$ cat config.mk
export PLATFORM = sky130hd
export DESIGN_NAME = pipeline_fetch_ctrl
export DESIGN_NICKNAME = d
export VERILOG_FILES = /design/src/rtl/pipeline_fetch_ctrl.sv
export SDC_FILE = /design/constraint.sdc
export NUM_CORES = 1
export LEC_CHECK = 0
export CAP_MARGIN = 20
export CORE_MARGIN = 8
export CORE_UTILIZATION = 49
export CTS_CLUSTER_DIAMETER = 80
export DETAILED_ROUTE_END_ITERATION = 7
export PLACE_DENSITY_LB_ADDON = 0.2
export SLEW_MARGIN = 15
export SYNTH_ARGS = -nofsm -noshare
export SYNTH_HDL_FRONTEND = slang
export SYNTH_SLANG_ARGS = --single-unit
$ cat constraint.sdc
create_clock -name clk -period 3.55 [get_ports clk]
set_input_delay 0.71 -clock clk [delete_from_list [all_inputs] [get_ports clk]]
set_output_delay 0.71 -clock clk [all_outputs]
set_load 0.01 [all_outputs]
$ cat src/rtl/pipeline_fetch_ctrl.sv
// Fetch-stage PC sequencer with the F->D->X instruction/PC/valid pipeline.
// Redirects, kills and stalls come from the branch unit; outputs are all registered.
module pipeline_fetch_ctrl #(
  parameter logic [31:0] RESET_PC = 32'h0000_0000,
  parameter logic [31:0] NOP      = 32'h0000_0013
) (
  input  logic        clk,
  input  logic        rst_n,
  input  logic [2:0]  PCSel_F_in,
  input  logic        killD_req,
  input  logic        killX_req,
  input  logic        stall,
  input  logic [31:0] instF_in,
  input  logic [31:0] immF,
  input  logic [31:0] immD,
  input  logic [31:0] aluX,
  output logic [31:0] PCF,
  output logic [31:0] PCD,
  output logic [31:0] PCX,
  output logic [31:0] instD,
  output logic [31:0] instX,
  output logic        validF,
  output logic        validD,
  output logic        validX,
  output logic [15:0] kill_cnt
);

  typedef enum logic [2:0] {
    SEL_SEQ  = 3'd0,
    SEL_JAL  = 3'd1,
    SEL_JALR = 3'd2,
    SEL_BR   = 3'd3
  } pc_sel_e;

  logic [31:0] pc_next;
  logic        redirect;
  logic        hold;
  logic        kill_d;
  logic        kill_x;
  logic        next_valid_d;
  logic        next_valid_x;
  logic [1:0]  kill_inc;
  logic [16:0] cnt_sum;
  logic [15:0] cnt_next;

  // NOTE: every signal driven here gets a default first so no latch is inferred.
  always_comb begin
    pc_next  = PCF + 32'd4;
    redirect = 1'b0;
    case (pc_sel_e'(PCSel_F_in))
      SEL_JAL:  pc_next = PCF + immF;
      SEL_JALR: begin
        pc_next  = aluX & 32'hFFFF_FFFE;
        redirect = 1'b1;
      end
      SEL_BR: begin
        pc_next  = PCD + immD;
        redirect = 1'b1;
      end
      default:  pc_next = PCF + 32'd4;
    endcase
  end

  // Before the first fetch is valid, select/stall/kill inputs have no effect.
  assign hold         = validF & stall & ~redirect;
  assign kill_d       = validF & killD_req;
  assign kill_x       = validF & killX_req;
  assign next_valid_d = validF & ~kill_d;
  assign next_valid_x = validD & ~kill_x;

  assign kill_inc = {1'b0, kill_d} + {1'b0, validD & kill_x};
  assign cnt_sum  = {1'b0, kill_cnt} + {15'd0, kill_inc};
  assign cnt_next = cnt_sum[16] ? 16'hFFFF : cnt_sum[15:0];

  // NOTE: sequential state uses non-blocking assignments so every register samples pre-edge values.
  always_ff @(posedge clk) begin
    if (!rst_n) begin
      PCF      <= RESET_PC;
      PCD      <= RESET_PC;
      PCX      <= RESET_PC;
      instD    <= NOP;
      instX    <= NOP;
      validF   <= 1'b0;
      validD   <= 1'b0;
      validX   <= 1'b0;
      kill_cnt <= 16'd0;
    end else begin
      validF <= 1'b1;
      if (validF && !hold) PCF <= pc_next;
      PCX <= PCD;
      if (hold) begin
        validX <= 1'b0;
        instX  <= NOP;
      end else begin
        PCD      <= PCF;
        instD    <= next_valid_d ? instF_in : NOP;
        validD   <= next_valid_d;
        instX    <= next_valid_x ? instD : NOP;
        validX   <= next_valid_x;
        kill_cnt <= cnt_next;
      end
    end
  end

endmodule

==> metrics <==
worst slack after detailed placement -0.324 ns; synthesized cell area 0.0109 mm^2; Netlist cell types 93; most frequent cells in the layout clkdlybuf4s50_1, dfxtp_1, nand2_1, a21oi_1, nor2_1; VDD IR max 0.000346 V; fin cells 1,960; flops & latches, synth 179; FFs w/ async S/R, synth 0%; Seq/Total Area, Yosys 33.0%; yosys warns 0; via count 11,600; Cells after Synth 1,338; commonest non-fill, non-tap cell in the layout clkdlybuf4s50_1; outcome completed; port bufs 313; vias in the first global route 11,000; HP Class flip-flop to flip-flop; RD Place Congestion 0.973; gr usage total 28.0%; worst-path maximum fanout 4; # IOs 315; Final Max Slew Viols 0; EDFF count, synth 0; die height 165 um; Final #Nets 1,869; final period utilization 94.9%; Detailed Place HPWL 30,800 um; clk_skew 0.0167 ns; critical path launch point type primary input; setup TNS 0 ns; FF-to-FF setup slack 0.50 ns; Clock Pin Slew Worst Setup and Hold Paths 0.08 ns; Setup-failing EPs final 0; largest net degree at the start of global routing 46; Num CTS Buffers 17; row cnt 54; Post-CTS Setup Bufs 0; Final Worst Setup Slack 0.180 ns; LEAKAGE 5.99 nW; final instance area 0.0152 mm^2; Max Freq 297 MHz; Synth Area per Inst 8.11 um^2; DRT iter0 DRCs 1,260; htree depth 4; via/cell ratio 5.92; Pwr Total 5.38 mW; initial core utilization 49.9%; Required @ worst endpoint 3.87 ns; CP endpoint kind flip-flop; CP Capture Point PCF[28]; layout cell share with drive strength beyond 1 8.70%; clk_lat worst skew 0.44 ns; global-route wire length before repair 60,200 um; clk sinks 179; CP startpoint immF[0]; initial antenna violation count 0; setup repair after global routing missed its margin no; gr ovfl total 0; R2R Path End PCF[28]; Top FF cell, synth dfxtp_1; kind of critical path primary input to flip-flop; Reg2Reg Depth 12; CTS Buffer Depth 2; root buf cell clkbuf_16; Syn Nets 1,541; critical path arrival 3.69 ns; Worst Tran Pin Value 0.605 ns; drc violations 0; Die Span X 165 um; pwr dens 354 mW/mm^2; routed len/inst 20.2 um; dpl cells 1,927; Min Clock Period, post-route 3.37 ns; CTS tree done; Pre-antenna DRT Iters 6; Final Hold Viols 0; launching point of the worst reg2reg path PCF[0]; area of the die 0.0272 mm^2; Area Overhead vs Synth 40.1%; Cell Area, Placed 0.0146 mm^2; wirelength, routed 39,600 um; Rel. slew slack 59.5%; Core Box Area 0.0218 mm^2; Final ANT Viol Nets 0; Max-cap violations 0
-- worst min path at each step --
stage / end / startpoint / cells after the start
floorplan: PCD[4] / PCD[4] / 2
global placement: instX[0] / instD[0] / 1
detailed placement: instX[27] / instD[27] / 1
CTS: instX[4] / instD[4] / 1
global route: instX[27] / instD[27] / 1
finish: instX[28] / instD[28] / 1
-- repair_timing --
action	in CTS	in global routing
hold buffers	0	0
endpoints found under the setup margin	0	2
resized for setup	0	2
-- logic make-up (layout without fill, tap and decap cells) --
group	count (synthesis)	count (layout)	share of synthesized area [%]
fa+ha+maj	67	67	7.93
xor+xnor	59	59	4.76
buf+inv	101	442	3.93
mux	13	13	1.22
flops	179	179	33.0
simple gates	515	515	24.0
compound gates	404	404	25.1
other cells	0	1	0
-- cell usage after synthesis, types with 7 or more instances --
cell | instances | area share (%)
a211oi_1 | 15 | 1.0
a21o_1 | 23 | 1.6
a21oi_1 | 125 | 5.8
a221oi_1 | 17 | 1.4
a22oi_1 | 33 | 2.3
a31oi_1 | 18 | 1.0
and2_1 | 68 | 3.9
and3_1 | 17 | 0.98
and4_1 | 8 | 0.65
clkbuf_1 | 60 | 2.1
dfxtp_1 | 179 | 33
ha_1 | 64 | 7.4
inv_1 | 24 | 0.83
mux2i_1 | 11 | 1.0
nand2_1 | 158 | 5.5
nand2b_1 | 17 | 0.98
nand3_1 | 50 | 2.3
nand4_1 | 18 | 1.0
nor2_1 | 110 | 3.8
nor3_1 | 23 | 1.1
o211ai_1 | 15 | 1.0
o21a_1 | 8 | 0.55
o21ai_0 | 66 | 3.0
o21bai_1 | 7 | 0.48
o31ai_1 | 9 | 0.62
xnor2_1 | 34 | 2.7
xor2_1 | 25 | 2.0
-- metal layers --
| metal | GRT usage, % | up-vias | share of wire [%] |
|---|---|---|---|
| li1 | - | 5540 | - |
| met4 | 9.83 | 0 | 2.9 |
| met1 | 33.1 | 5460 | 39 |
| met2 | 49.0 | 510 | 49 |
| met3 | 6.21 | 84 | 8.7 |
| met5 | 0 | - | 0 |
-- worst max-delay path, stage by stage --
cell             delay, ns
clkdlybuf4s50_1       0.47
ha_1                  0.20
inv_1                 0.07
fa_1                  0.37
nand2b_1              0.17
a21o_1                0.17
a211o_1               0.35
a2111o_1              0.48
buf_4                 0.16
a21oi_2               0.15
nor3_1                0.07
o31ai_1               0.23
nand3_1               0.09
-- power by group --
group	internal, mW	switching (mW)	total [mW]
Sequential	2.07	0.0774	2.15
Combinational	0.575	0.650	1.23
Clock	0.990	1.02	2.01
-- final cells by class --
cell class	count	area, um^2
Clock buffer	17	425
Fill cell	1788	6550
Timing Repair Buffer	385	3670
Clock inverter	15	216
Multi-Input combinational cell	1058	6870
Inverter	25	93.8
Antenna cell	1	2.50
Tap cell	280	350
Sequential cell	179	3580
-- metrics by stage --
| step | util, % | hold WS (ns) |
|---|---|---|
| CTS | 69.9 | 0.485 |
| global placement | 66.9 | 0.444 |
| global route | 69.9 | 0.495 |
| finish | 69.9 | 0.485 |
| floorplan | - | 0.499 |
| detailed placement | 66.9 | 0.464 |
-- sequential cells by signal, summed over array words and instances (netlist names) --
name and flops:
PCD 32, PCF 32, PCX 32, instD 32, instX 32, kill_cnt 16, validD 1, validF 1
validX 1
Power figures use the tool's default switching activity.
